### src/rtl/connect4_pkg.sv
// connect4_pkg: piece codes, board geometry, controller states and cell indexing
package connect4_pkg;
    localparam logic [1:0] PLAYER_A = 2'b10;
    localparam logic [1:0] PLAYER_B = 2'b01;
    localparam logic [1:0] EMPTY    = 2'b00;
    localparam int NUM_COLS   = 7;
    localparam int NUM_ROWS   = 6;
    localparam int ROW_STRIDE = 14;
    typedef enum logic [1:0] {WAIT_MOVE, CHECK_WAIT, CHECK, GAME_OVER} state_t;
    function automatic logic [6:0] cell_idx(input logic [2:0] h, input logic [2:0] c);
        return 7'(ROW_STRIDE * int'(h) + 2 * int'(c) + 1);
    endfunction
endpackage

### src/rtl/terminate.sv
// terminate: registers whether the piece at location completes a four-in-a-row
module terminate
    import connect4_pkg::*;
(
    input  logic        clk,
    input  logic [97:0] grid,
    input  logic [6:0]  location,
    output logic        term,
    output logic [1:0]  winner
);
    logic [1:0] piece;
    logic       hit;
    assign piece = grid[location -: 2];
    function automatic logic run4(input logic [97:0] g, input logic [1:0] p,
                                  input int h, input int c, input int dh, input int dc);
        run4 = 1'b1;
        for (int k = 0; k < 4; k++)
            run4 = run4 & (g[7'(ROW_STRIDE * (h + k * dh) + 2 * (c + k * dc)) +: 2] == p);
    endfunction
    // Earlier moves never won, so any line of the new piece's colour must pass through it.
    always_comb begin
        hit = 1'b0;
        for (int h = 0; h < NUM_ROWS; h++)
            for (int c = 0; c < NUM_COLS; c++) begin
                if (c <= 3 && run4(grid, piece, h, c, 0, 1)) hit = 1'b1;
                if (h <= 2 && run4(grid, piece, h, c, 1, 0)) hit = 1'b1;
                if (h <= 2 && c <= 3 && run4(grid, piece, h, c, 1, 1)) hit = 1'b1;
                if (h <= 2 && c >= 3 && run4(grid, piece, h, c, 1, -1)) hit = 1'b1;
            end
    end
    always_ff @(posedge clk) begin
        term   <= hit && piece != EMPTY;
        winner <= piece;
    end
endmodule

### src/rtl/connect4_ctrl.sv
// connect4_ctrl: turn sequencer owning the board, landing-cell logic and game outcome
module connect4_ctrl
    import connect4_pkg::*;
#(
    parameter int TURN_TIMEOUT = 0,
    parameter int MAX_MOVES    = 42
) (
    input  logic        clk,
    input  logic        rst_n,
    input  logic        new_game,
    input  logic        move_valid,
    input  logic [2:0]  move_col,
    output logic        move_ready,
    output logic [97:0] grid,
    output logic [6:0]  location,
    output logic [1:0]  cur_player,
    output logic        illegal,
    output logic        timeout,
    output logic        game_over,
    output logic [1:0]  winner,
    output logic        draw,
    output logic [5:0]  move_count
);
    localparam int TW = TURN_TIMEOUT > 1 ? $clog2(TURN_TIMEOUT) : 1;
    state_t      state_q;
    logic [97:0] grid_q;
    logic [6:0]  location_q;
    logic [2:0]  height_q [NUM_COLS];
    logic [5:0]  move_count_q;
    logic [1:0]  cur_player_q, winner_q, next_player;
    logic        illegal_q, timeout_q, game_over_q, draw_q;
    logic [TW-1:0] tcnt_q;
    logic [2:0]  col_h;
    logic [6:0]  new_idx;
    logic        legal, term;
    logic [1:0]  term_win;
    // Legality comes from the height registers alone; an out-of-range column reads as full.
    assign col_h       = move_col < 3'(NUM_COLS) ? height_q[move_col] : 3'(NUM_ROWS);
    assign legal       = col_h != 3'(NUM_ROWS);
    assign new_idx     = cell_idx(col_h, move_col);
    assign next_player = cur_player_q == PLAYER_A ? PLAYER_B : PLAYER_A;
    terminate u_term (
        .clk      (clk),
        .grid     (grid_q),
        .location (location_q),
        .term     (term),
        .winner   (term_win)
    );
    always_ff @(posedge clk or negedge rst_n) begin
        if (!rst_n) begin
            state_q      <= WAIT_MOVE;
            grid_q       <= '0;
            location_q   <= '0;
            for (int i = 0; i < NUM_COLS; i++) height_q[i] <= '0;
            move_count_q <= '0;
            cur_player_q <= PLAYER_A;
            illegal_q    <= 1'b0;
            timeout_q    <= 1'b0;
            game_over_q  <= 1'b0;
            draw_q       <= 1'b0;
            winner_q     <= EMPTY;
            tcnt_q       <= '0;
        end else if (new_game) begin
            state_q      <= WAIT_MOVE;
            grid_q       <= '0;
            location_q   <= '0;
            for (int i = 0; i < NUM_COLS; i++) height_q[i] <= '0;
            move_count_q <= '0;
            cur_player_q <= PLAYER_A;
            illegal_q    <= 1'b0;
            timeout_q    <= 1'b0;
            game_over_q  <= 1'b0;
            draw_q       <= 1'b0;
            winner_q     <= EMPTY;
            tcnt_q       <= '0;
        end else begin
            illegal_q <= 1'b0;
            timeout_q <= 1'b0;
            case (state_q)
                WAIT_MOVE: begin
                    if (move_valid && legal) begin
                        grid_q[new_idx -: 2] <= cur_player_q;
                        location_q           <= new_idx;
                        height_q[move_col]   <= col_h + 3'd1;
                        move_count_q         <= move_count_q + 6'd1;
                        tcnt_q               <= '0;
                        state_q              <= CHECK_WAIT;
                    end else begin
                        illegal_q <= move_valid;
                        if (TURN_TIMEOUT > 0) begin
                            if (tcnt_q == TW'(TURN_TIMEOUT - 1)) begin
                                timeout_q    <= 1'b1;
                                cur_player_q <= next_player;
                                tcnt_q       <= '0;
                            end else begin
                                tcnt_q <= tcnt_q + 1'b1;
                            end
                        end
                    end
                end
                CHECK_WAIT: state_q <= CHECK;
                CHECK: begin
                    if (term) begin
                        game_over_q <= 1'b1;
                        winner_q    <= term_win;
                        state_q     <= GAME_OVER;
                    end else if (move_count_q == 6'(MAX_MOVES)) begin
                        game_over_q <= 1'b1;
                        draw_q      <= 1'b1;
                        winner_q    <= EMPTY;
                        state_q     <= GAME_OVER;
                    end else begin
                        cur_player_q <= next_player;
                        state_q      <= WAIT_MOVE;
                    end
                end
                GAME_OVER: state_q <= GAME_OVER;
            endcase
        end
    end
    assign move_ready = state_q == WAIT_MOVE;
    assign grid       = grid_q;
    assign location   = location_q;
    assign cur_player = cur_player_q;
    assign illegal    = illegal_q;
    assign timeout    = timeout_q;
    assign game_over  = game_over_q;
    assign winner     = winner_q;
    assign draw       = draw_q;
    assign move_count = move_count_q;
endmodule

### config.mk
export PLATFORM = sky130hd
export DESIGN_NAME = connect4_ctrl
export DESIGN_NICKNAME = d
export VERILOG_FILES = /design/src/rtl/connect4_pkg.sv /design/src/rtl/terminate.sv /design/src/rtl/connect4_ctrl.sv
export SDC_FILE = /design/constraint.sdc
export NUM_CORES = 1
export LEC_CHECK = 0
export CAP_MARGIN = 5
export CORE_MARGIN = 2
export CORE_UTILIZATION = 50
export DETAILED_ROUTE_END_ITERATION = 8
export GPL_ROUTABILITY_DRIVEN = 0
export PLACE_DENSITY = 0.74
export SYNTH_ARGS = -nofsm -noshare
export SYNTH_HDL_FRONTEND = slang
export SYNTH_SLANG_ARGS = --single-unit
export TNS_END_PERCENT = 1
### constraint.sdc
create_clock -name clk -period 5.8 [get_ports clk]
set_input_delay 1.45 -clock clk [delete_from_list [all_inputs] [get_ports clk]]
set_output_delay 1.45 -clock clk [all_outputs]
set_load 0.005 [all_outputs]
==> results.md <==
* Dominant synthesized flop cell: dfrtp_1
* Most frequent cells in the layout: 138 x dfrtp_1, 123 x clkdlybuf4s50_1, 113 x mux2i_1, 108 x nand2b_1, 57 x nand3_1
* Pre-CTS setup slack at -0.2989 ns
* CP max stage cell: clkdlybuf4s50_1
* Vias per cell at 6.181
* Final worst slack at 0.2734 ns
* Initial DRC count at 805
* Peak supply drop at 0.2312 mV
* Startpoint types: primary input
* Critical Path Fanout Max at 8
* Crit-path leading delay family: adder cells
* Total clock sinks at 144
* P_leak at 4.995 nW
* Status: finished clean
* Worst skew pair latency at 0.43 ns
* DRC violations left at 0
* Post-synthesis mux area share at 0.2529
* FFs w/ async S/R, synth at 0.9792
* Setup violations, final at 0
* Routed WL at 25.39 mm
* Antenna cells at 0
* Xor/xnor share of the synthesized area at 0.01176
* Die Height at 137.7 microns
* Max Fclk at 180.9 MHz
* Skew final at 0.01091 ns
* Min cycle time layout at 5.527 ns
* Unrepaired setup endpoints after global routing: no
* DR pass1 iterations at 8
* Core box area at 17420 sq um
* Post-layout nets at 959
* Period utilisation layout at 0.9529
* Simple-gate share of the synthesized area at 0.1737
* Detail Route Antenna Nets at 0
* Seq cells post-synth at 144
* Max Slew Vio Count at 0
* Leading cell type in the layout, fill and taps excluded: dfrtp_1
* Total CTS buffers at 17
* Synth Area in Compound Gates at 0.09419
* Hold/Removal Path Class: register to register
* Max incr delay on CP at 0.60 ns
* Largest area contributor in the netlist: dfrtp_1
* Initial antenna violation count at 0
* Hold_buf cts at 0
* Fin. Hold Viols at 0
* Site row count at 48
* First-pass GRT wire length at 40.73 mm
* DP Cell Count at 1142
* Die area at 18970 sq um
* Slew @ Worst Pin at 1.021 ns
* Die width at 137.7 microns
* Max Cap Violations at 0
* Vias in the first global route at 7263
* Syn_area_per_cell at 11.01 sq um
* H-tree depth at 4
* Worst path bufs/invs at 3
* CTS tree: yes
* Adder-cell share of the synthesized area at 0.02575
* Share of the synthesized area in the top cell type at 0.3919
* Design area at 11220 sq um
* Main combinational cell family by area after synthesis: multiplexers
* IO Port Bufs at 125
* Clock Tree Buf Depth at 2
* Area contributors post-synth: dfrtp_1 39%, mux2i_1 13%, mux4_2 12%
* Post-Syn Nets at 835
* Critical Path RT at 6.14 ns
* Gate Count Post-Synth at 812
* GRT Residual Overflow at 0
* Area Growth Syn to Fin at 25.47%
* Mapped Area at 8940 sq um
* Worst path cell trace: clkdlybuf4s50_1, mux2i_1, o22ai_1, a221o_1, a311oi_2, inv_1, fa_1, ha_1, ha_1, nor2b_1, o21ai_0, xnor2_1, buf_4, nor2_2, and3_1, mux2i_1
* Distinct cells, synth at 67
* CP endpoint kind: register
* Crit Path Category: primary input to register
* Post-synthesis sequential area ratio at 0.4015
* Placement Cell Area at 10560 sq um
* EDFF count, synth at 0
* GRT Total Usage at 0.2818
* Root Driver: clkbuf_16
* Pin count of the biggest net entering global routing at 91
* Initial core utilization at 0.5133
* Via count at 7257
* Non-Filler Instances at 1174
* DP Wirelength at 16.75 mm
* Layout cells sized above 1 at 0.1581
* CP arrival at 5.86 ns
* Syn. warnings at 0
* Slew headroom at 0.3194
* Clock Pin Slew Worst Setup and Hold Paths at 0.06 ns
* Wirelength per Cell at 21.63 microns
* IO Pins at 127
* PD cells at 253.1 nW/um^2
[cell usage after synthesis (5+ instances only)]
master	n
mux2i_1	113
mux2_2	5
buf_2	11
clkbuf_1	42
dfrtp_1	140
a211oi_1	18
o32ai_1	7
nand3_1	57
nor2_1	38
buf_1	5
o21ai_0	8
inv_1	24
ha_1	12
a22oi_1	6
nor2b_1	9
nor3_1	15
nand2_1	33
nand2b_1	110
mux4_2	47
a31oi_1	7
a21oi_1	16
xnor2_1	8
nand4_1	6
[report_power, final]
part           total, W  switching [W]  internal, W
sequential      0.00109      0.0000566      0.00103
clock           0.00123       0.000449     0.000779
combinational  0.000522       0.000312     0.000210
total           0.00284       0.000817      0.00202
[sequential cells by signal, indices dropped and copies added, names as in the netlist]
name / flops
cur_player: 2
illegal: 1
game_over: 1
draw: 1
u_term.term: 1
state_q: 2
height_q: 21
location: 7
u_term.winner: 2
winner: 2
move_count: 6
grid: 98
[metrics by stage]
step | util | setup TNS (ns) | hold WS (ns) | power, W
final | 0.6440 | 0 | 0.4631 | 0.002839
after detailed placement | 0.6061 | -7.596 | 0.4597 | 0.001619
after CTS | 0.6438 | 0 | 0.4678 | 0.002842
after global routing | 0.6440 | 0 | 0.5083 | 0.002936
after global placement | 0.6061 | -2.060 | 0.4525 | 0.001612
after floorplan | - | 0 | 0.4413 | 0.001412
[cell type report]
| type | count | area, sq um |
|---|---|---|
| clock inverters | 12 | 209.0 |
| fillers | 1368 | 6200 |
| repair buffers | 167 | 1590 |
| inverters | 24 | 90.09 |
| clock buffers | 20 | 446.7 |
| flip-flops and latches | 144 | 3595 |
| multi-input cells | 582 | 5005 |
| well taps | 225 | 281.5 |
[worst register-to-register path: stages, from the launching register on]
cell      delay [ns]
dfrtp_1         0.41
mux2i_1         0.16
o22ai_1         0.08
a221o_1         0.31
a311oi_2        0.26
inv_1           0.13
fa_1            0.50
ha_1            0.31
ha_1            0.30
nor2b_1         0.13
o21ai_0         0.31
xnor2_1         0.17
buf_4           0.18
nor2_2          0.40
and3_1          0.29
mux2i_1         0.22
[layer usage]
layer / routed length (microns) / GRT usage / vias up / part of all wire
met1: 11030 / 0.3977 / 3661 / 0.43
met3: 1850 / 0.06586 / 38 / 0.073
li1: - / - / 3218 / -
met4: 427 / 0.06859 / 0 / 0.017
met2: 12080 / 0.4431 / 340 / 0.48
met5: 0 / 0 / - / 0
[cell families after synthesis]
group,Yosys count
XOR/XNOR,12
AND/OR/NAND/NOR,287
other,1
buffers and inverters,86
adder cells (fa/ha/maj),16
AO/OA/AOI/OAI,100
multiplexers,166
flip-flops,144
[what timing repair did]
item / CTS / global route
buffers inserted: 0 / 0
endpoints found under the setup margin: 0 / 32
gates resized for setup: 0 / 2
[final timing paths]
| check | from | endpoint | depth (start not counted) | slack, ns |
|---|---|---|---|---|
| setup / recovery | move_col[2] | grid[95]$_DFFE_PN0P_ | 16 | 0.27 |
| min in group asynchronous | rst_n | height_q[1]$_DFFE_PN0P_ | 1 | 1.08 |
| hold reg to reg | u_term.winner[0]$_DFF_P_ | winner[0]$_DFFE_PN0P_ | 2 | 0.46 |
| max in group asynchronous | rst_n | location[0]$_DFFE_PN0P_ | 2 | 3.73 |
| hold / removal | u_term.winner[0]$_DFF_P_ | winner[0]$_DFFE_PN0P_ | 2 | 0.46 |
| setup reg to reg | height_q[3]$_DFFE_PN0P_ | grid[95]$_DFFE_PN0P_ | 15 | 1.56 |
(Power assumes the default switching activity.)
